--- src/rtl/hazard_stall_ctrl.sv ---
// ID-stage hazard detection and stall control with a multi-cycle data-memory wait FSM.
// Optional stall performance counter enabled by defining STALL_COUNTER_EN.
module hazard_stall_ctrl #(
  parameter int REG_ADDR_W = 5,
  parameter int MEM_LAT    = 1,
  parameter int CNT_W      = 32
) (
  input  logic                  clock,
  input  logic                  reset_n,
  input  logic                  IDEX_MemRead,
  input  logic                  IDEX_RegWrite,
  input  logic [REG_ADDR_W-1:0] IDEX_DestReg,
  input  logic                  EXMEM_MemRead,
  input  logic                  EXMEM_MemWrite,
  input  logic [REG_ADDR_W-1:0] EXMEM_RegRd,
  input  logic [REG_ADDR_W-1:0] IFID_RegRs,
  input  logic [REG_ADDR_W-1:0] IFID_RegRt,
  input  logic                  MemWrite,
  input  logic                  Branch,
  output logic                  PCWrite,
  output logic                  IFID_Write,
  output logic                  HazZero,
  output logic                  EXMEM_Hold,
  output logic [1:0]            HazCause,
  output logic [CNT_W-1:0]      StallCount
);

  localparam int CW = $clog2(MEM_LAT + 1);

  localparam logic [0:0] IDLE = 1'b0;
  localparam logic [0:0] WAIT = 1'b1;

  logic [0:0]    state;
  logic [CW-1:0] cnt;

  logic hz_a, hz_b, hz_c, mem_use;
  logic mem_stall, hold_raw, stall;
  logic [1:0] cause;

  always_comb begin
    hz_a = IDEX_MemRead && (IDEX_DestReg != '0) &&
           ((IFID_RegRs == IDEX_DestReg) || ((IFID_RegRt == IDEX_DestReg) && !MemWrite));
    hz_b = Branch && IDEX_RegWrite && (IDEX_DestReg != '0) &&
           ((IFID_RegRs == IDEX_DestReg) || (IFID_RegRt == IDEX_DestReg));
    hz_c = Branch && EXMEM_MemRead && (EXMEM_RegRd != '0) &&
           ((IFID_RegRs == EXMEM_RegRd) || (IFID_RegRt == EXMEM_RegRd));
    mem_use = EXMEM_MemRead || EXMEM_MemWrite;
  end

  // In WAIT the EX/MEM register is frozen, so MemUse no longer matters.
  always_comb begin
    mem_stall = 1'b0;
    hold_raw  = 1'b0;
    if (state == WAIT) begin
      mem_stall = 1'b1;
      hold_raw  = (cnt > CW'(1));
    end else if (mem_use) begin
      mem_stall = 1'b1;
      hold_raw  = (MEM_LAT > 1);
    end
  end

  always_comb begin
    stall = mem_stall || hz_a || hz_b || hz_c;
    if (mem_stall)          cause = 2'd1;
    else if (hz_a)          cause = 2'd2;
    else if (hz_b || hz_c)  cause = 2'd3;
    else                    cause = 2'd0;
  end

  always_ff @(posedge clock or negedge reset_n) begin
    if (!reset_n) begin
      state <= IDLE;
      cnt   <= '0;
    end else begin
      case (state)
        IDLE: begin
          if (mem_use && (MEM_LAT > 1)) begin
            state <= WAIT;
            cnt   <= CW'(MEM_LAT - 1);
          end
        end
        WAIT: begin
          cnt <= cnt - CW'(1);
          if (cnt == CW'(1)) state <= IDLE;
        end
        default: begin
          state <= IDLE;
          cnt   <= '0;
        end
      endcase
    end
  end

  // Outputs are gated by reset_n so reset values appear without waiting for a clock edge.
  always_comb begin
    PCWrite    = reset_n && !stall;
    IFID_Write = reset_n && !stall;
    HazZero    = !reset_n || stall;
    EXMEM_Hold = reset_n && hold_raw;
    HazCause   = reset_n ? cause : 2'd0;
  end

`ifdef STALL_COUNTER_EN
  logic [CNT_W-1:0] stall_cnt;

  always_ff @(posedge clock or negedge reset_n) begin
    if (!reset_n)
      stall_cnt <= '0;
    else if (!PCWrite && (stall_cnt != '1))
      stall_cnt <= stall_cnt + CNT_W'(1);
  end

  assign StallCount = stall_cnt;
`else
  assign StallCount = '0;
`endif

endmodule

--- config.mk ---
export PLATFORM = sky130hd
export DESIGN_NAME = hazard_stall_ctrl
export DESIGN_NICKNAME = d
export VERILOG_FILES = /design/src/rtl/hazard_stall_ctrl.sv
export SDC_FILE = /design/constraint.sdc
export NUM_CORES = 1
export LEC_CHECK = 0
export CORE_ASPECT_RATIO = 0.8
export CORE_MARGIN = 3
export CORE_UTILIZATION = 27
export DETAILED_ROUTE_END_ITERATION = 6
export HOLD_SLACK_MARGIN = 0.02
export PLACE_DENSITY = 0.8
export SYNTH_ARGS = -nofsm -noshare
export SYNTH_HDL_FRONTEND = slang
export SYNTH_SLANG_ARGS = --single-unit
--- constraint.sdc ---
create_clock -name clock -period 1.3 [get_ports clock]
set_clock_uncertainty 0.05 [all_clocks]
set_input_delay 0.13 -clock clock [delete_from_list [all_inputs] [get_ports clock]]
set_output_delay 0.13 -clock clock [all_outputs]
set_load 0.01 [all_outputs]
# After elaboration in Yosys (flattened, before gate mapping)
# Index checks and enable logic that the tools add are counted.
dict set report totals {
  mem_bits_ro 0
  register_bits 2
  latchBits 0
  in_bits 28
  output_inout_bits 38
  n_memories 0
  ramBits 0
}
dict set report op_classes {
  div_mod_pow 0
  muxes 9
  eq_ne 4
  add_sub_neg 1
  multipliers 0
  shift 0
  reduce_logical 25
  bitwise_logic 0
  order_cmp 1
}
# cell n
set op_table {}
lappend op_table {{== test 5 bit} 4}
lappend op_table {{logical AND 1 bit} 11}
lappend op_table {{nonzero test 5 bit} 2}
lappend op_table {{logical OR 1 bit} 9}
lappend op_table {{two-way mux 2 bit} 4}
lappend op_table {{two-way mux 1 bit} 5}
lappend op_table {{zero test 1 bit} 3}
lappend op_table {{> comparator 1 bit (second input constant)} 1}
lappend op_table {{subtractor 1 bit (second input constant)} 1}

# Longest topological paths before layout
# Gate-level depths: netlist (run 1).
dict set report depth {
  word_depth 9
  depth_mapped 6
  ltp_nobuf 5
}

# Worst setup path before layout (run 1)
# Ideal clock, no wire load.
dict set report synth_path {
  kind {input to output}
  from {in IDEX_DestReg[1]}
  to {out PCWrite}
  t_arrival_ps 1256
  path_slack_ps -136
  path_stages 5
  path_cell_list {or4_1 > nor2_1 > a21o_2 > and3b_1 > buf_4}
}
dict set report synth_via {
  elab_chain_len 9
  word_cells_on_any_way 15
  cone_classes {eq/ne: 2; reduce/logical: 13}
}
# item line
set synth_lines {}
lappend synth_lines {{start: declaration} 12} ;# input logic [REG_ADDR_W-1:0] IDEX_DestReg,
lappend synth_lines {{== test 5 bit} {42, 44}}
lappend synth_lines {{logical AND 1 bit} 42} ;# ((IFID_RegRs == IDEX_DestReg) || ((IFID_RegRt == IDEX_DestReg) && !MemWrite));
lappend synth_lines {{logical OR 1 bit} 42}
lappend synth_lines {{logical AND 1 bit} 41} ;# hz_a = IDEX_MemRead && (IDEX_DestReg != '0) &&
lappend synth_lines {{logical OR 1 bit} 64} ;# stall = mem_stall || hz_a || hz_b || hz_c;
lappend synth_lines {{logical OR 1 bit * (2 in series)} 64}
lappend synth_lines {{zero test 1 bit *} n/a}
lappend synth_lines {{logical AND 1 bit *} n/a}
lappend synth_lines {{end: declaration} 20} ;# output logic PCWrite,
# Mark *: on every way between the ends. The rest lies on a longest branch, timed or not.

# Worst setup path after layout (run 1)
dict set report layout_path {
  from {in IDEX_DestReg[0]}
  to {out IFID_Write}
}
dict set report layout_via {
  elab_chain_len 9
  word_cells_on_any_way 15
  cone_classes {eq/ne: 2; reduce/logical: 13}
}
# item line
set layout_lines {}
lappend layout_lines {{== test 5 bit} {42, 44}}
lappend layout_lines {{logical AND 1 bit} 42}
lappend layout_lines {{logical OR 1 bit} 42}
lappend layout_lines {{logical AND 1 bit} 41}
lappend layout_lines {{logical OR 1 bit} 64}
lappend layout_lines {{logical OR 1 bit * (2 in series)} 64}
lappend layout_lines {{zero test 1 bit *} 98} ;# IFID_Write = reset_n && !stall;
lappend layout_lines {{logical AND 1 bit *} 98}
lappend layout_lines {{end: declaration} 21} ;# output logic IFID_Write,
# Marked as above.

==> load_flow_metrics.sql, run 1 <==
INSERT INTO impl_metrics (metric_group, metric, value, unit) VALUES
('outcome', 'status', 'finished, violations left', ''),
('outcome', 'failed_checks', 'setup timing', ''),
('detailed_routing', 'dr_wl_met3', '111', 'um'),
('power_and_ir_drop', 'power.density', '455', 'nW/um2'),
('power_and_ir_drop', 'p_comb_share', '64.9', '%'),
('worst_setup_path', 'worstSetupStartpointType', 'input pin', ''),
('global_route', 'grt_first_pass_wirelength', '3.03', 'mm'),
('place', 'place_hpwl', '1.62', 'mm'),
('global_route', 'grt_use_total', '11.7', '%'),
('detailed_routing', 'detailroute.wirelength.met2', '1.21', 'mm'),
('synth', 'proportion_of_register_bits_with_asynchronous_set_or_reset_after_synthesis', '100', '%'),
('cells_and_area', 'area.growth.synth_to_final', '76.3', '%'),
('clock_network', 'h-tree-depth', '1', ''),
('worst_setup_path', 'cp.required', '1120', 'ps'),
('synth', 'synth_cell_type_count', '22', ''),
('worst_setup_path', 'endpoint_kind', 'output pin', ''),
('detailed_routing', 'via_per_instance_ratio', '3.87', ''),
('clock_network', 'cts-hold-fix-buffers', '0', ''),
('synth', 'syn_area_per_cell', '7.73', 'um2'),
('sta', 'post-route-min-period', '1570', 'ps'),
('global_route', 'first_global_vias', '685', ''),
('cells_and_area', 'fin_nets', '176', ''),
('detailed_routing', 'drtIter0Drc', '7', ''),
('synth', 'most_repeated_cell_in_the_gate_level_netlist_after_synthesis', 'sky130_fd_sc_hd__buf_4', ''),
('clock_network', 'clock_tree_from_tritoncts', 'yes', ''),
('synth', 'synthTopCellsByCount', '34 x sky130_fd_sc_hd__buf_4, 11 x sky130_fd_sc_hd__xor2_1, 10 x sky130_fd_sc_hd__xnor2_1', ''),
('synth', 'synth-edff-count', '0', ''),
('detailed_routing', 'detail_route.drc_violations', '0', ''),
('power_and_ir_drop', 'clock_power_share', '23.8', '%'),
('clock_network', 'worstSkewPairLatency', '220', 'ps'),
('clock_network', 'number_of_buffers_added_by_the_clock_tree_synthesis_step', '3', ''),
('worst_setup_path', 'worst_r2r_endpoint', 'cnt', ''),
('synth', 'synth_register_bits', '2', ''),
('detailed_routing', 'detail_route.wirelength', '2.10', 'mm'),
('sta', 'fin_worst_hold_slack', '177', 'ps'),
('sta', 'finalMaxSlewViolations', '0', ''),
('synth', 'syn_inst', '90', ''),
('cells_and_area', 'postLayoutCellArea', '1230', 'um2'),
('worst_setup_path', 'reg2reg_setup_slack', '480', 'ps'),
('sta', 'setup_ws', '-269', 'ps'),
('detailed_routing', 'drt_pre_antenna_iters', '4', ''),
('detailed_routing', 'highest-signal-layer', 'met4', ''),
('place', 'io_buffers', '32', ''),
('synth', 'synth_area', '696', 'um2'),
('place', 'cell_count_after_placement', '173', ''),
('power_and_ir_drop', 'static-leakage-power', '0.000621', 'uW'),
('global_route', 'pin_count_of_the_biggest_net_entering_global_routing', '4', ''),
('synth', 'synthFlopType', 'sky130_fd_sc_hd__dfrtp_1', ''),
('sta', 'report.final.hold_viol_count', '0', ''),
('power_and_ir_drop', 'swShare', '37.1', '%'),
('sta', 'rsz0062_at_grt', 'true', ''),
('sta', 'clock.fmax', '0.637', 'GHz'),
('place', 'routabilityCongestion', '0.796', ''),
('sta', 'setup_violations', '5', ''),
('floorplan', 'die-area', '3230', 'um2'),
('floorplan', 'placement_row_count', '15', ''),
('clock_network', 'clock_sink_count', '2', ''),
('clock_network', 'clock_transition_at_the_registers_of_the_reported_paths', '30', 'ps'),
('floorplan', 'die_h', '51.4', 'um'),
('detailed_routing', 'routed_length_per_instance', '11.6', 'um'),
('cells_and_area', 'final_layout_size_suffix_gt1_share', '53.4', '%'),
('cells_and_area', 'n_fill_cell', '215', ''),
('detailed_routing', 'drt-met1-wl', '734', 'um'),
('worst_setup_path', 'critical_path_maximum_fanout', '3', ''),
('clock_network', 'clock_path_buffers', '2', ''),
('synth', 'yosysSeqAreaShare', '7.19', '%'),
('hold_path', 'hp-class', 'in -> async', ''),
('job', 'cap_viol_max_count', '0', ''),
('worst_setup_path', 'rr_startpoint', 'state', ''),
('floorplan', 'core_region_area', '2290', 'um2'),
('place', 'placedInstanceArea', '1080', 'um2');
-- flip-flops by register name, indices dropped and copies added, names as in the netlist --
name,count
cnt,1
state,1
-- final cells by class --
class	instances	area (um2)	share of cell area, %
Sequential cell	2	50.0	4.08
Multi-Input combinational cell	85	653	53.3
Timing Repair Buffer	55	454	37.0
Clock buffer	3	22.5	1.84
Tap cell	34	42.5	3.47
Inverter	1	3.75	0.306
-- cell usage in the layout (no fill, tap or decap), types with 2 or more instances in the layout --
| master | n |
|---|---|
| sky130_fd_sc_hd__buf_2 | 11 |
| sky130_fd_sc_hd__xnor2_2 | 7 |
| sky130_fd_sc_hd__xor2_1 | 6 |
| sky130_fd_sc_hd__buf_8 | 2 |
| sky130_fd_sc_hd__dlygate4sd2_1 | 3 |
| sky130_fd_sc_hd__nand4_1 | 2 |
| sky130_fd_sc_hd__clkbuf_2 | 2 |
| sky130_fd_sc_hd__xnor2_1 | 3 |
| sky130_fd_sc_hd__dfrtp_1 | 2 |
| sky130_fd_sc_hd__nor3_2 | 2 |
| sky130_fd_sc_hd__clkbuf_4 | 3 |
| sky130_fd_sc_hd__nand2_1 | 6 |
| sky130_fd_sc_hd__buf_6 | 11 |
| sky130_fd_sc_hd__clkdlybuf4s50_1 | 4 |
| sky130_fd_sc_hd__nand3_1 | 3 |
| sky130_fd_sc_hd__xor2_2 | 5 |
| sky130_fd_sc_hd__conb_1 | 33 |
| sky130_fd_sc_hd__or4_4 | 2 |
| sky130_fd_sc_hd__buf_4 | 21 |
-- logic make-up after synthesis --
| logic type | Yosys count | share of synthesized area [%] |
|---|---|---|
| buffers and inverters | 35 | 37.2 |
| AND/OR/NAND/NOR | 25 | 19.1 |
| XOR/XNOR | 21 | 26.4 |
| AO/OA/AOI/OAI | 5 | 7.37 |
| flip-flops | 2 | 7.19 |
| multiplexers | 1 | 2.16 |
| other | 1 | 0.539 |
-- critical path, cell delays in order --
cell and delay [ps]:
sky130_fd_sc_hd__buf_4 130, sky130_fd_sc_hd__xor2_1 170, sky130_fd_sc_hd__nor2_2 170, sky130_fd_sc_hd__buf_4 140, sky130_fd_sc_hd__nand3_2 70, sky130_fd_sc_hd__a21o_2 240
sky130_fd_sc_hd__and3b_2 220, sky130_fd_sc_hd__buf_6 120
-- routing by layer --
| layer | global-route usage [%] | up-vias |
|---|---|---|
| met4 | 4.40 | 0 |
| met2 | 24.1 | 26 |
| met3 | 2.42 | 4 |
| li1 | - | 335 |
| met1 | 11.5 | 332 |
| met5 | 0 | - |
-- worst max path at each step --
stage,startpoint,endpoint,slack (ps)
after floorplan,EXMEM_RegRd[1],PCWrite,-90
after global placement,IDEX_DestReg[3],HazCause[0],-1070
after detailed placement,IDEX_DestReg[3],HazCause[0],-1080
after CTS,IFID_RegRs[4],HazCause[0],-330
after global routing,IFID_RegRs[3],PCWrite,-320
final,IDEX_DestReg[0],IFID_Write,-270
-- stage by stage --
| step | utilization, % | total power, uW |
|---|---|---|
| 3_3_place_gp | 47.1 | 365 |
| 6_report | 53.6 | 558 |
| 4_1_cts | 51.2 | 533 |
| 5_1_grt | 53.6 | 604 |
| 3_5_place_dp | 47.1 | 369 |
| 2_1_floorplan | - | 271 |
-- power groups by stage --
stage          logic [uW]  registers, uW  clock network (uW)
5_1_grt               388           62.6                 154
3_3_place_gp          301           63.4                   0
3_5_place_dp          306           63.4                   0
2_1_floorplan         208           63.4                   0
4_1_cts               330           62.7                 140
6_report              362           62.8                 133
-- what timing repair did --
action,in CTS,in global routing
endpoints found under the hold margin,0,0
setup endpoints to repair,5,5
setup buffers,4,0
resized for setup,120,24
pin swaps,18,19
No activity file was read; power rests on OpenSTA's default activity.
==> run 2, diff against run 1 <==
CELL_PAD_IN_SITES_DETAIL_PLACEMENT = 1   (was default)
CELL_PAD_IN_SITES_GLOBAL_PLACEMENT = 2   (was default)
CORE_ASPECT_RATIO = 2   (was 0.8)
CORE_MARGIN = 8   (was 3)
CORE_UTILIZATION = 13   (was 27)
PLACE_DENSITY = 0.82   (was 0.8)
==> run 2 against run 1 <==
Compared with the run above: the flow still finishes with violations (setup timing); combinational power decreased by 6.4%; first-iteration DRC count increased by 71%; total power increased by 16%; critical path type unchanged; maximum frequency decreased by 2.2%; setup slack got worse by 35 ps; register-to-register slack about the same.
==> load_flow_metrics.sql, run 2 (synthesized netlist as in run 1, its figures left out) <==
INSERT INTO impl_metrics (metric_group, metric, value, unit) VALUES
('outcome', 'status', 'finished, violations left', ''),
('outcome', 'failed_checks', 'setup timing', ''),
('global_route', 'pin_count_of_the_biggest_net_entering_global_routing', '6', ''),
('worst_setup_path', 'rr_startpoint', 'state', ''),
('clock_network', 'clock_path_buffers', '2', ''),
('power_and_ir_drop', 'p_comb_share', '52.5', '%'),
('worst_setup_path', 'worstSetupStartpointType', 'input pin', ''),
('global_route', 'grt_first_pass_wirelength', '4.07', 'mm'),
('power_and_ir_drop', 'static-leakage-power', '0.000570', 'uW'),
('worst_setup_path', 'critical_path_maximum_fanout', '2', ''),
('clock_network', 'clock_sink_count', '2', ''),
('power_and_ir_drop', 'swShare', '35.4', '%'),
('clock_network', 'worstSkewPairLatency', '210', 'ps'),
('detailed_routing', 'drt_pre_antenna_iters', '3', ''),
('power_and_ir_drop', 'power.density', '544', 'nW/um2'),
('clock_network', 'clock_transition_at_the_registers_of_the_reported_paths', '30', 'ps'),
('global_route', 'overflow_after_grt', '0', ''),
('floorplan', 'core_region_area', '5140', 'um2'),
('cells_and_area', 'fin_nets', '169', ''),
('power_and_ir_drop', 'vdd.ir_drop.worst', '0.000756', 'V'),
('sta', 'report.final.hold_viol_count', '0', ''),
('power_and_ir_drop', 'clock_power_share', '37.8', '%'),
('sta', 'clock.fmax', '0.624', 'GHz'),
('cells_and_area', 'final_layout_size_suffix_gt1_share', '50.4', '%'),
('clock_network', 'clock_tree_from_tritoncts', 'yes', ''),
('worst_setup_path', 'timing.critical_path.to', 'HazCause[0]', ''),
('cells_and_area', 'area.growth.synth_to_final', '70.5', '%'),
('place', 'preCtsSetupSlack', '-1150', 'ps'),
('cells_and_area', 'n_fill_cell', '635', ''),
('power_and_ir_drop', 'p_total', '646', 'uW'),
('place', 'placedInstanceArea', '1070', 'um2'),
('detailed_routing', 'via_per_instance_ratio', '3.59', ''),
('power_and_ir_drop', 'p_switching', '229', 'uW'),
('sta', 'final_min_period_over_clock_period', '123', '%'),
('floorplan', 'dieWidth', '67.7', 'um'),
('worst_setup_path', 'worst_r2r_endpoint', 'cnt', ''),
('sta', 'setup_violations', '5', ''),
('sta', 'post-route-min-period', '1600', 'ps'),
('detailed_routing', 'detail_route.drc_violations', '0', ''),
('worst_setup_path', 'criticalPathCategory', 'in -> out', ''),
('sta', 'setup_ws', '-304', 'ps'),
('floorplan', 'placement_row_count', '37', ''),
('floorplan', 'initial_utilization', '13.5', '%'),
('global_route', 'grt_use_total', '6.43', '%'),
('worst_setup_path', 'cp.required', '1120', 'ps'),
('global_route', 'initial_antenna_violation_count', '0', ''),
('clock_network', 'h-tree-depth', '1', ''),
('job', 'cap_viol_max_count', '0', ''),
('place', 'place_hpwl', '2.25', 'mm'),
('power_and_ir_drop', 'share_seq_of_total_power', '9.7', '%'),
('place', 'io_buffers', '32', ''),
('clock_network', 'cts.root.buffer_cell', 'sky130_fd_sc_hd__clkbuf_8', ''),
('floorplan', 'die-area', '8090', 'um2'),
('power_and_ir_drop', 'power_report.internal_total', '417', 'uW'),
('worst_setup_path', 'worstPathArrival', '1420', 'ps'),
('floorplan', 'die_h', '119', 'um'),
('cells_and_area', 'most_common_cell_after_layout_fill_and_taps_aside', 'sky130_fd_sc_hd__conb_1', ''),
('sta', 'rsz0062_at_grt', 'true', ''),
('sta', 'finalMaxSlewViolations', '0', ''),
('detailed_routing', 'final_antenna_net_count', '0', ''),
('worst_setup_path', 'timing.critical_path.from', 'IFID_RegRs[3]', ''),
('cells_and_area', 'antenna_cells_inserted', '0', ''),
('floorplan', 'ios', '66', ''),
('global_route', 'first_global_vias', '914', ''),
('detailed_routing', 'routed_length_per_instance', '13.6', 'um'),
('worst_setup_path', 'r2r.worst_path.cells', '2', ''),
('detailed_routing', 'detail_route.wirelength', '2.68', 'mm'),
('worst_setup_path', 'endpoint_kind', 'output pin', ''),
('place', 'routabilityCongestion', '0.861', ''),
('cells_and_area', 'postLayoutCellArea', '1190', 'um2'),
('hold_path', 'hp-class', 'in -> async', ''),
('worst_setup_path', 'reg2reg_setup_slack', '480', 'ps'),
('sta', 'fin_worst_hold_slack', '283', 'ps'),
('cells_and_area', 'reg_top3', 'cnt (1), state (1)', ''),
('clock_network', 'number_of_buffers_added_by_the_clock_tree_synthesis_step', '3', ''),
('detailed_routing', 'drtIter0Drc', '12', ''),
('detailed_routing', 'routed-via-count', '707', ''),
('cells_and_area', 'layout.cells.most_common_list', '33 x sky130_fd_sc_hd__conb_1, 15 x sky130_fd_sc_hd__buf_4, 14 x sky130_fd_sc_hd__buf_2, 9 x sky130_fd_sc_hd__xor2_1, 9 x sky130_fd_sc_hd__buf_6', '');
==> run 2: how the worst min path moves through the flow <==
stage	from	endpoint	slack (ps)
floorplan	reset_n	cnt	-220
global placement	cnt	state	380
detailed placement	cnt	state	390
CTS	reset_n	cnt	300
global route	reset_n	cnt	330
finish	reset_n	cnt	280
==> run 2: repair_timing <==
item | 4_1_cts | 5_1_grt
resized for setup | 127 | 13
buffers inserted | 2 | 0
hold buffers | 0 | 0
hold endpoints to repair | 0 | 0
pin swaps | 23 | 12
endpoints found under the setup margin | 5 | 5
==> run 2: area by class of cell <==
| class | count | area (um2) | share of cell area [%] |
|---|---|---|---|
| Inverter | 1 | 3.75 | 0.316 |
| Multi-Input combinational cell | 85 | 643 | 54.2 |
| Timing Repair Buffer | 48 | 375 | 31.6 |
| Sequential cell | 2 | 50.0 | 4.22 |
| Clock buffer | 3 | 41.3 | 3.48 |
| Tap cell | 58 | 72.6 | 6.12 |
==> run 2: through the flow <==
| stage | utilization (%) | setup TNS [ps] | cells |
|---|---|---|---|
| 2_1_floorplan | - | -90.8 | 122 |
| 3_3_place_gp | 20.8 | -5330 | 192 |
| 3_5_place_dp | 20.8 | -5390 | 192 |
| 4_1_cts | 22.9 | -1560 | 197 |
| 5_1_grt | 23.1 | -1730 | 197 |
| 6_report | 23.1 | -1330 | 197 |
==> run 2: power by group through the flow <==
stage	clock network [uW]	logic, uW	registers, uW
floorplan	0	208	63.4
global placement	0	304	63.4
detailed placement	0	305	63.4
CTS	254	322	62.8
global route	262	369	62.7
finish	244	339	62.8
==> run 2: worst max-delay path, cell delays in order <==
cell                      delay, ps
sky130_fd_sc_hd__buf_6          100
sky130_fd_sc_hd__xor2_2         160
sky130_fd_sc_hd__nor3_2         250
sky130_fd_sc_hd__nand2_1        100
sky130_fd_sc_hd__mux2_4         310
sky130_fd_sc_hd__o32ai_2        190
sky130_fd_sc_hd__buf_2          170
==> run 2: metal layers <==
metal | wire, um | global-route usage (%)
met5 | 0 | 0
met1 | 916 | 6.68
met2 | 1280 | 11.1
met3 | 423 | 2.72
met4 | 64 | 1.98
==> run 3, diff against run 2 <==
RECOVER_POWER = 50   (was default)
==> results of run 3 <==
No change in the layout: final DEF, timing and power equal those of run 2.
